### src/rtl/debounce_ctrl_pkg.sv
// Shared types and constants for the multi-channel debounce controller.
// Channel FSM states and config-port register addresses.
package debounce_ctrl_pkg;

    typedef enum logic [1:0] {
        ST_IDLE    = 2'd0,
        ST_QUAL    = 2'd1,
        ST_ACTIVE  = 2'd2,
        ST_RELEASE = 2'd3
    } ch_state_e;

    localparam logic [1:0] ADDR_PRESC = 2'd0;
    localparam logic [1:0] ADDR_DELAY = 2'd1;
    localparam logic [1:0] ADDR_EN    = 2'd2;
    localparam logic [1:0] ADDR_EDGE  = 2'd3;

endpackage

### src/rtl/debounce_channel.sv
// One debounce lane: qualifies a synchronized level against a tick-counted delay
// and emits a filtered level plus registered one-clock rise/fall events.
module debounce_channel
    import debounce_ctrl_pkg::*;
#(
    parameter int DW = 4
) (
    input  logic          clk,
    input  logic          rstn,
    input  logic          tick,
    input  logic          en,
    input  logic          din,
    input  logic [DW-1:0] delay,
    output logic          dout,
    output logic          rise_evt,
    output logic          fall_evt,
    output ch_state_e     state
);

    localparam logic [DW:0] ONE_W = (DW+1)'(1);

    ch_state_e     state_q, state_d;
    logic [DW-1:0] cnt_q, cnt_d;
    logic          dout_q, dout_d;
    logic          rise_q, rise_d;
    logic          fall_q, fall_d;
    logic [DW:0]   cnt_inc;
    logic          reached;
    logic          delay_le1;

    always_ff @(posedge clk or negedge rstn) begin
        if (!rstn) begin
            state_q <= ST_IDLE;
            cnt_q   <= '0;
            dout_q  <= 1'b0;
            rise_q  <= 1'b0;
            fall_q  <= 1'b0;
        end else begin
            state_q <= state_d;
            cnt_q   <= cnt_d;
            dout_q  <= dout_d;
            rise_q  <= rise_d;
            fall_q  <= fall_d;
        end
    end

    // A delay of 0 or 1 means a single agreeing tick is enough to switch.
    always_comb begin
        cnt_inc   = {1'b0, cnt_q} + ONE_W;
        reached   = (cnt_inc >= {1'b0, delay});
        delay_le1 = (delay == '0) || (delay == DW'(1));
        state_d   = state_q;
        cnt_d     = cnt_q;
        if (!en) begin
            state_d = ST_IDLE;
            cnt_d   = '0;
        end else if (tick) begin
            unique case (state_q)
                ST_IDLE: begin
                    if (din) begin
                        cnt_d   = DW'(1);
                        state_d = delay_le1 ? ST_ACTIVE : ST_QUAL;
                    end
                end
                ST_QUAL: begin
                    if (!din) begin
                        state_d = ST_IDLE;
                        cnt_d   = '0;
                    end else if (reached) begin
                        state_d = ST_ACTIVE;
                        cnt_d   = '0;
                    end else begin
                        cnt_d = cnt_inc[DW-1:0];
                    end
                end
                ST_ACTIVE: begin
                    if (!din) begin
                        cnt_d   = DW'(1);
                        state_d = delay_le1 ? ST_IDLE : ST_RELEASE;
                    end
                end
                ST_RELEASE: begin
                    if (din) begin
                        state_d = ST_ACTIVE;
                        cnt_d   = '0;
                    end else if (reached) begin
                        state_d = ST_IDLE;
                        cnt_d   = '0;
                    end else begin
                        cnt_d = cnt_inc[DW-1:0];
                    end
                end
                default: begin
                    state_d = ST_IDLE;
                    cnt_d   = '0;
                end
            endcase
        end
    end

    // Events come from tick-time transitions only, so a disable never produces a fall.
    always_comb begin
        dout_d = (state_d == ST_ACTIVE) || (state_d == ST_RELEASE);
        rise_d = en && tick && ((state_q == ST_IDLE) || (state_q == ST_QUAL))
                 && (state_d == ST_ACTIVE);
        fall_d = en && tick && ((state_q == ST_ACTIVE) || (state_q == ST_RELEASE))
                 && (state_d == ST_IDLE);
    end

    assign dout     = dout_q;
    assign rise_evt = rise_q;
    assign fall_evt = fall_q;
    assign state    = state_q;

endmodule

### src/rtl/debounce_ctrl.sv
// Multi-channel debounce controller: shared prescaler, config register port,
// per-channel filters, sticky pending flags and a combined interrupt.
module debounce_ctrl
    import debounce_ctrl_pkg::*;
#(
    parameter int CH = 4,
    parameter int DW = 4,
    parameter int PW = 8,
    localparam int CW = $clog2(CH),
    localparam int WW = (PW > CH) ? ((PW > DW) ? PW : DW) : ((CH > DW) ? CH : DW)
) (
    input  logic          clk,
    input  logic          rstn,
    input  logic [CH-1:0] din,
    input  logic          cfg_valid,
    output logic          cfg_ready,
    input  logic [1:0]    cfg_addr,
    input  logic [CW-1:0] cfg_ch,
    input  logic [WW-1:0] cfg_wdata,
    input  logic [CH-1:0] clr,
    output logic [CH-1:0] dout,
    output logic [CH-1:0] rise_evt,
    output logic [CH-1:0] fall_evt,
    output logic [CH-1:0] pending,
    output logic          irq
);

    logic [PW-1:0] pcnt_q, pcnt_d;
    logic [PW-1:0] presc_q, presc_d;
    logic [PW-1:0] presc_cur_q, presc_cur_d;
    logic [DW-1:0] delay_q [CH];
    logic [DW-1:0] delay_d [CH];
    logic [CH-1:0] en_q, en_d;
    logic [CH-1:0] edge_q, edge_d;
    logic [CH-1:0] pending_q, pending_d;
    logic          tick;
    logic          target_busy;
    ch_state_e     ch_state [CH];

    always_ff @(posedge clk or negedge rstn) begin
        if (!rstn) begin
            pcnt_q      <= '0;
            presc_q     <= '0;
            presc_cur_q <= '0;
            en_q        <= '0;
            edge_q      <= '0;
            pending_q   <= '0;
            for (int i = 0; i < CH; i++) delay_q[i] <= '0;
        end else begin
            pcnt_q      <= pcnt_d;
            presc_q     <= presc_d;
            presc_cur_q <= presc_cur_d;
            en_q        <= en_d;
            edge_q      <= edge_d;
            pending_q   <= pending_d;
            for (int i = 0; i < CH; i++) delay_q[i] <= delay_d[i];
        end
    end

    // The running period only reloads at a tick, so a new prescale never cuts a period short.
    always_comb begin
        tick        = (pcnt_q == presc_cur_q);
        pcnt_d      = tick ? '0 : pcnt_q + PW'(1);
        presc_cur_d = tick ? presc_d : presc_cur_q;
    end

    always_comb begin
        target_busy = 1'b0;
        for (int i = 0; i < CH; i++) begin
            if ((int'(cfg_ch) == i) &&
                ((ch_state[i] == ST_QUAL) || (ch_state[i] == ST_RELEASE)))
                target_busy = 1'b1;
        end
        cfg_ready = !((cfg_addr == ADDR_DELAY) && target_busy);
    end

    always_comb begin
        presc_d = presc_q;
        en_d    = en_q;
        edge_d  = edge_q;
        for (int i = 0; i < CH; i++) delay_d[i] = delay_q[i];
        if (cfg_valid && cfg_ready) begin
            case (cfg_addr)
                ADDR_PRESC: presc_d = cfg_wdata[PW-1:0];
                ADDR_DELAY: begin
                    for (int i = 0; i < CH; i++)
                        if (int'(cfg_ch) == i) delay_d[i] = cfg_wdata[DW-1:0];
                end
                ADDR_EN:    en_d   = cfg_wdata[CH-1:0];
                ADDR_EDGE:  edge_d = cfg_wdata[CH-1:0];
                default:    presc_d = presc_q;
            endcase
        end
    end

    // A set in the same cycle as its clear takes priority.
    always_comb begin
        pending_d = (pending_q & ~clr) | (edge_q & fall_evt) | (~edge_q & rise_evt);
    end

    for (genvar i = 0; i < CH; i++) begin : g_ch
        debounce_channel #(.DW(DW)) u_ch (
            .clk      (clk),
            .rstn     (rstn),
            .tick     (tick),
            .en       (en_q[i]),
            .din      (din[i]),
            .delay    (delay_q[i]),
            .dout     (dout[i]),
            .rise_evt (rise_evt[i]),
            .fall_evt (fall_evt[i]),
            .state    (ch_state[i])
        );
    end

    assign pending = pending_q;
    assign irq     = |pending_q;

endmodule

### config.mk
export PLATFORM = sky130hd
export DESIGN_NAME = debounce_ctrl
export DESIGN_NICKNAME = d
export VERILOG_FILES = /design/src/rtl/debounce_ctrl_pkg.sv /design/src/rtl/debounce_channel.sv /design/src/rtl/debounce_ctrl.sv
export SDC_FILE = /design/constraint.sdc
export NUM_CORES = 1
export LEC_CHECK = 0
export CORE_MARGIN = 3
export CORE_UTILIZATION = 25
export CTS_CLUSTER_SIZE = 16
export DETAILED_ROUTE_END_ITERATION = 6
export PLACE_DENSITY = 0.4
export SETUP_SLACK_MARGIN = 0.15
export SLEW_MARGIN = 20
export SYNTH_ARGS = -nofsm -noshare
export SYNTH_HDL_FRONTEND = slang
export SYNTH_HIERARCHICAL = 1
export SYNTH_SLANG_ARGS = --single-unit
### constraint.sdc
create_clock -name clk -period 6.01 [get_ports clk]
set_input_delay 1.202 -clock clk [delete_from_list [all_inputs] [get_ports clk]]
set_output_delay 1.202 -clock clk [all_outputs]
set_load 0.05 [all_outputs]
==> impl_results.md, run 1 <==
- Status: finished, final reports clean
- Worst Path Arrival: 3.16 ns
- Post-CTS Hold Buffers: 0
- GR Overflow Total: 0
- Setup slack at placement: 1.63 ns
- First-pass GRT wire length: 19.5 mm
- Clock root buffer: clkbuf_16
- RSZ-0062 raised after global routing: false
- Clock sink total: 88
- Vias: 3,531
- Crit path max-delay family: buffers and inverters
- Synthesis Warnings: 6
- PwrDens: 304 mW/mm^2
- Worst EP required: 4.81 ns
- FFs w/ async S/R, synth: 100%
- Ant. Diodes: 0
- 1st-iter DRT viols: 117
- Drt pass-1 iters: 4
- Reg clk slew, reported paths: 0.06 ns
- Max VDD drop: 0.157 mV
- Starting density of the core: 25.9%
- Cell variety after synth: 47
- Maximum clock rate: 229 MHz
- # DRC: 0
- Final setup margin: 1.65 ns
- Vias in the first global route: 3,744
- Crit. End Element: primary output
- Placeable core region: 0.0191 sq mm
- Measured slew at the worst slew-check pin: 0.781 ns
- Overall Power: 1.81 mW
- Routed len/inst: 15.8 um
- Commonest register cell after synthesis: dfrtp_1
- Row count: 50
- Critical Path, Cell by Cell: clkdlybuf4s50_1 > mux4_2 > nand2_1 > clkdlybuf4s50_1
- Final ANT Viol Nets: 0
- Mapped cell area: 0.00495 sq mm
- Die Area: 0.0215 sq mm
- Post-CTS Setup Inserts: 0
- Max Slew Vio Count: 0
- Relative slew slack: 47.7%
- Ports: 41
- CTS tree: built
- Die Width: 147 um
- Final period util: 72.6%
- Max Cap Viol: 0
- Height of the chip: 147 um
- Clock Latency Late Sink: 0.34 ns
- CP most frequent cell: clkdlybuf4s50_1
- Area Overhead vs Synth: 20.2%
- Fin crit period: 4.36 ns
- Endpoints failing setup: 0
- Synth top area share: 44.5%
- Setup TNS: 0 ns
- PortBufs: 40
- Share of post-route cells with drive strength above 1: 22.7%
- All-Layer GR Usage: 11.4%
- Leakage power: 2.45 nW
- Sequential share of the synthesized area: 44.5%
- Critical path peak fanout: 5
- Cells after synthesis: 436
- Layout Nets: 524
- Clk buf depth: 2
- Largest net degree at the start of global routing: 56
- Initial antenna violation count: 0
- Post-Syn Area per Cell: 11.3 sq um
- Worst Path Buf+Inv: 2
- Top-count cell post-synth: dfrtp_1
- Hpwl dp: 8.35 mm
- Drt via density: 4.74
- Endpoints failing hold: 0
- Final Skew: 0.00889 ns
- Synthesized Nets: 480
- Synth cell count leaders: dfrtp_1, inv_1, mux2_2
- Gpl congestion: 0.762
- Critical path startpoint category: input port
- Critical path class: input port to primary output
- #FFs+latches synth: 88
- Max incr delay on CP: 0.79 ns
- H-tree levels: 3
- Synth area leaders: dfrtp_1, mux2_2, ha_1
- CP max-delay cell: clkdlybuf4s50_1
- Post-synth EDFFs: 0
- Hold Path Class: flip-flop to flip-flop
- Clock buffer count from CTS: 9
- CTS resizes: 0
- Final WL: 11.8 mm
- Leading area contributor after synthesis: dfrtp_1
sequential cells by signal, indices dropped and copies added (netlist names), 8 cells and up:
register and cells:
delay_q 16, g_ch.u_ch/cnt_q 16, g_ch.u_ch/state 8, pcnt_q 8, presc_cur_q 8, presc_q 8
placed cells by master, fill, tap and decap left out, types with 6 or more instances in the layout:
cell type and count:
a21oi_1 8, and3_1 6, clkbuf_16 9, clkdlybuf4s50_1 39, dfrtp_1 88, ha_1 21
inv_1 44, mux2_2 36, nand2_1 9, nand3_1 32, nor2_1 21, o2111ai_1 16
o211ai_1 8, o211ai_2 8, o21ai_0 8, o21ai_1 8, o311ai_0 8, xnor2_1 13
xor2_1 13
stage by stage:
| step | instances | utilization, % | hold slack (ns) | instance area (sq um) |
|---|---|---|---|---|
| global route | 745 | 31.2 | 0.508 | 5950 |
| finish | 745 | 31.2 | 0.494 | 5950 |
| global placement | 729 | 29.6 | 0.478 | 5650 |
| detailed placement | 729 | 29.6 | 0.484 | 5650 |
| floorplan | 436 | - | 0.468 | 4950 |
| CTS | 745 | 31.2 | 0.500 | 5950 |
kinds of logic (layout without fill, tap and decap cells):
| kind of cell | after synthesis | count (layout) | synth area share [%] |
|---|---|---|---|
| xor+xnor | 26 | 26 | 4.60 |
| flops | 88 | 88 | 44.5 |
| fa+ha+maj | 21 | 21 | 5.31 |
| simple gates | 103 | 103 | 12.5 |
| buf+inv | 53 | 102 | 4.15 |
| mux | 45 | 45 | 10.7 |
| compound gates | 100 | 100 | 18.2 |
routing by layer:
| metal | GRT usage [%] | vias to the layer above | share of wire (%) |
|---|---|---|---|
| met3 | 2.70 | 9 | 2.6 |
| met5 | 0 | - | 0 |
| met1 | 14.0 | 1768 | 47 |
| met2 | 19.4 | 44 | 49 |
| li1 | - | 1710 | - |
| met4 | 4.00 | 0 | 1.3 |
path summary, 6_finish.rpt:
kind | from | endpoint | slack, ns | cells past startpoint
max | cfg_ch[0] | cfg_ready | 1.65 | 4
min | presc_q[3] | presc_q[3] | 0.49 | 1
max reg2reg | pcnt_q[0] | g_ch[3].u_ch/dout | 3.49 | 7
min reg2reg | presc_q[3] | presc_q[3] | 0.49 | 1
max in group asynchronous | rstn | pcnt_q[2] | 4.11 | 2
min in group asynchronous | rstn | g_ch[1].u_ch/cnt_q[2] | 0.92 | 1
cell type report:
| class | count | area (sq um) |
|---|---|---|
| clock buffers | 9 | 225 |
| inverters | 44 | 165 |
| fillers | 1972 | 13100 |
| multi-input cells | 295 | 2540 |
| repair buffers | 42 | 413 |
| flip-flops and latches | 88 | 2200 |
| clock inverters | 7 | 71.3 |
| well taps | 260 | 325 |
power breakdown:
part	total (mW)	switching [mW]	leakage, nW	internal, mW
registers	0.803	0.108	1.14	0.695
logic	0.436	0.223	1.16	0.213
clock network	0.570	0.247	0.150	0.323
(Power assumes the default switching activity.)
==> run 2: changes to the inputs <==
clock period = 4.26 ns   (was 6.01 ns; I/O delays follow)
==> impl_results.md, run 2 (synthesis results as in run 1) <==
- All-Layer GR Usage: 11.5%
- Drt pass-1 iters: 4
- Height of the chip: 147 um
- Fin crit period: 3.66 ns
- Setup slack at placement: 0.582 ns
- Commonest cells after routing, fill and taps aside: dfrtp_1, inv_1, clkdlybuf4s50_1, mux2_2, nand3_1
- Final setup margin: 0.598 ns
- Vias: 3,496
- Post-route cell area: 0.00603 sq mm
- Placed instance count: 731
- CTS resizes: 0
- Critical path peak fanout: 5
- Largest net degree at the start of global routing: 50
- Endpoints failing setup: 0
- PwrDens: 453 mW/mm^2
- Maximum clock rate: 273 MHz
- Dpl cell area: 0.00566 sq mm
- Leakage power: 2.49 nW
- Clock root buffer: clkbuf_16
- Final ANT Viol Nets: 0
- Finished Core Util: 31.6%
- Setup TNS: 0 ns
- Drt via density: 4.68
- Post-CTS Setup Inserts: 0
- Max Slew Vio Count: 0
- Die Area: 0.0215 sq mm
- Vias in the first global route: 3,699
- Routed len/inst: 15.5 um
- Critical path startpoint category: input port
- # DRC: 0
- 1st-iter DRT viols: 101
- Ports: 41
- Biggest regs: delay_q: 16 flops, g_ch.u_ch/cnt_q: 16 flops
- Layout Nets: 526
- Overall Power: 2.73 mW
- Hpwl dp: 8.54 mm
- Final Skew: 0.00684 ns
- Worst EP required: 3.41 ns
- Worst Path Arrival: 2.81 ns
- GR Overflow Total: 0
- First-pass GRT wire length: 19.6 mm
- Clk buf depth: 2
- Row count: 50
- Share of post-route cells with drive strength above 1: 23.0%
- Final period util: 86.0%
- Clock buffer count from CTS: 9
- Commonest non-fill, non-tap cell in the layout: dfrtp_1
- Crit. End Element: primary output
- Reg clk slew, reported paths: 0.06 ns
- Area Overhead vs Synth: 22.0%
- Starting density of the core: 25.9%
- Final WL: 11.6 mm
- Hold Path Class: flip-flop to flip-flop
- Fin cells: 747
- Post-CTS Hold Buffers: 0
- Ant. Diodes: 0
- Max VDD drop: 0.219 mV
- PortBufs: 40
- Measured slew at the worst slew-check pin: 0.774 ns
- Worst r2r src: pcnt_q[0]
- Placeable core region: 0.0191 sq mm
- Initial antenna violation count: 0
- H-tree levels: 3
- Status: finished, final reports clean
- Die Width: 147 um
- Clock Latency Late Sink: 0.35 ns
- Relative slew slack: 48.2%
- Worst hold slack: 0.495 ns
- Max Cap Viol: 0
- Gpl congestion: 0.760
- Crit. Startpoint: cfg_ch[0]
- CTS tree: built
- Endpoints failing hold: 0
- RSZ-0062 raised after global routing: false
- Critical path class: input port to primary output
- Clock sink total: 88
- Worst Hold Launch: presc_q[1]
## run 2: cell types whose count changed in the layout (fill, tap and decap cells not counted), sizes merged
cell,before,now
clkinv,5,2
bufinv,1,4
buf,3,5
## run 2: layer usage
metal  GRT usage (%)  vias up  part of all wire, %
met5               0        -                    0
met2            18.8       41                   49
met1            14.6     1731                   46
li1                -     1712                    -
met4            4.14        0                  1.8
met3            2.98       12                  2.9
## run 2: final cells by class
type,instances,area [sq um]
fill,1917,13000
multi-input combinational,295,2540
sequential,88,2200
timing repair buffer,44,428
tap,260,325
clock buffer,9,225
inverter,44,165
clock inverter,7,143
## run 2: worst max-delay path: stages
cell	delay, ns
clkdlybuf4s50_1	0.56
mux4_2	0.52
nand2_1	0.08
clkdlybuf4s50_1	0.79
## run 2: report_power, final
| part | internal [mW] | switching, mW |
|---|---|---|
| logic | 0.302 | 0.310 |
| registers | 0.981 | 0.152 |
| clock network | 0.635 | 0.350 |
## run 2: final timing paths
check / to / cells after the start / slack [ns]
worst max register to register: g_ch[3].u_ch/dout / 7 / 1.96
max in group asynchronous: pcnt_q[1] / 2 / 2.95
min in group asynchronous: g_ch[1].u_ch/cnt_q[3] / 1 / 0.53
worst max-delay path: cfg_ready / 4 / 0.60
worst min register to register: presc_q[1] / 1 / 0.50
worst min-delay path: presc_q[1] / 1 / 0.50
==> run 3: changes to the inputs <==
CTS_BUF_LIST = sky130_fd_sc_hd__clkbuf_16   (was not set)
PLACE_DENSITY = 0.41   (was 0.4)
clock period = 3.07 ns   (was 4.26 ns; I/O delays follow)
==> impl_results.md, run 3 (synthesis results as in run 1) <==
- Status: finished, final reports clean
- Vias: 3,550
- CP max-delay cell: clkdlybuf4s50_1
- Critical Path, Cell by Cell: clkdlybuf4s50_1 > mux4_2 > nand2_1 > buf_12
- Clock buffer count from CTS: 9
- Post-CTS Setup Inserts: 0
- 1st-iter DRT viols: 106
- Largest net degree at the start of global routing: 49
- Routed len/inst: 15.8 um
- Placed instance count: 734
- Biggest regs: delay_q: 16 flops, g_ch.u_ch/cnt_q: 16 flops
- Clock sink total: 88
- Max Slew Vio Count: 0
- Setup TNS: 0 ns
- Initial antenna violation count: 0
- Max incr delay on CP: 0.56 ns
- Critical path startpoint category: input port
- Final Skew: 0.00646 ns
- Ant. Diodes: 0
- Area Overhead vs Synth: 21.8%
- Fin crit period: 2.58 ns
- Worst r2r src: g_ch[2].u_ch/cnt_q[0]
- Post-route cell area: 0.00603 sq mm
- Max Cap Viol: 0
- Reg-to-Reg End: g_ch[2].u_ch/fall_evt
- Placeable core region: 0.0191 sq mm
- Max VDD drop: 0.310 mV
- Drt via density: 4.73
- Die Area: 0.0215 sq mm
- Commonest non-fill, non-tap cell in the layout: dfrtp_1
- Ports: 41
- Clock Latency Late Sink: 0.35 ns
- Leakage power: 2.50 nW
- Measured slew at the worst slew-check pin: 0.700 ns
- Post-CTS Hold Buffers: 0
- Crit path max-delay family: buffers and inverters
- Layout Nets: 529
- Reg2reg setup slack: 0.96 ns
- Endpoints failing setup: 0
- Dpl cell area: 0.00572 sq mm
- Register area: 0.00220 sq mm
- H-tree levels: 3
- Hold Path Class: input port to async pin
- PortBufs: 40
- Overall Power: 3.59 mW
- Fillers: 1,925
- Fin cells: 750
- Gpl congestion: 0.771
- Vias in the first global route: 3,725
- Commonest cells after routing, fill and taps aside: dfrtp_1, inv_1, clkdlybuf4s50_1, mux2_2, nand3_1
- Multi-input logic area: 0.00254 sq mm
- RSZ-0062 raised after global routing: false
- Hpwl dp: 8.53 mm
- Clk buf depth: 2
- GR Overflow Total: 0
- Final WL: 11.8 mm
- Die Width: 147 um
- Final ANT Viol Nets: 0
- CTS resizes: 0
- Starting density of the core: 25.9%
- Clock root buffer: clkbuf_16
- Final period util: 84.0%
- Drt pass-1 iters: 4
- PwrDens: 595 mW/mm^2
- Critical path class: input port to primary output
- Endpoints failing hold: 0
- Worst Path Buf+Inv: 2
- First-pass GRT wire length: 19.7 mm
- Reg clk slew, reported paths: 0.07 ns
- Maximum clock rate: 388 MHz
- Critical path peak fanout: 5
- CTS tree: built
- Crit. End Element: primary output
- Height of the chip: 147 um
- Share of post-route cells with drive strength above 1: 23.7%
- Finished Core Util: 31.6%
- All-Layer GR Usage: 11.5%
- # DRC: 0
- Worst r2r path cells: 5
- Relative slew slack: 53.3%
- Worst EP required: 2.46 ns
- Row count: 50
- Worst Path Arrival: 1.97 ns
==> run 3: cell types whose count changed in the layout (fill, tap and decap cells not counted), sizes merged <==
cell,previous run,this run
buf,5,9
bufinv,4,1
inv,45,47
clkdlybuf4s50,39,38
clkinv,2,3
==> run 3: layout make-up <==
type                       count  share of cell area [%]
sequential                    88                    36.5
tap                          260                    5.40
clock buffer                   9                    3.74
clock inverter                 7                    1.31
inverter                      44                    2.74
multi-input combinational    295                    42.2
timing repair buffer          47                    8.06
==> run 3: report_power, final <==
part           total [mW]  internal [mW]  switching [mW]
Sequential           1.57           1.36           0.204
Combinational       0.876          0.429           0.448
Clock                1.14          0.641           0.502
Total                3.59           2.43            1.15
==> run 3: per-stage QoR <==
| stage | hold slack (ns) | worst slack, ns |
|---|---|---|
| after floorplan | 0.318 | 1.01 |
| after global placement | 0.478 | 0.493 |
| after detailed placement | 0.487 | 0.486 |
| after CTS | 0.334 | 0.485 |
| after global routing | 0.358 | 0.431 |
| final | 0.298 | 0.491 |
==> run 3: worst reg2reg max path, delay by kind of cell, from the launching register on <==
kind / cells / cell delay, ns
and+or+nand+nor: 1 / 0.26
DFF: 1 / 0.44
AOI/OAI and AO/OA: 2 / 0.64
adders and majority gates: 2 / 0.66
==> run 3: worst max path at each step <==
| stage | from | to | slack (ns) | cells past startpoint |
|---|---|---|---|---|
| after global placement | cfg_ch[0] | cfg_ready | 0.49 | 4 |
| after CTS | cfg_ch[0] | cfg_ready | 0.48 | 4 |
| after global routing | cfg_ch[0] | cfg_ready | 0.43 | 4 |
| after detailed placement | cfg_ch[0] | cfg_ready | 0.49 | 4 |
| after floorplan | pcnt_q[2] | g_ch[0].u_ch/cnt_q[3] | 1.01 | 9 |
| final | cfg_ch[0] | cfg_ready | 0.49 | 4 |
==> run 3: routing by layer <==
metal  routed length, um  track usage [%]  vias to the layer above  part of all wire [%]
met2                5820             19.0                       63                    49
met3                 411             2.95                       18                   3.5
met5                   0                0                        -                     0
met1                5380             14.5                     1751                    45
li1                    -                -                     1718                     -
met4                 208             4.14                        0                   1.8
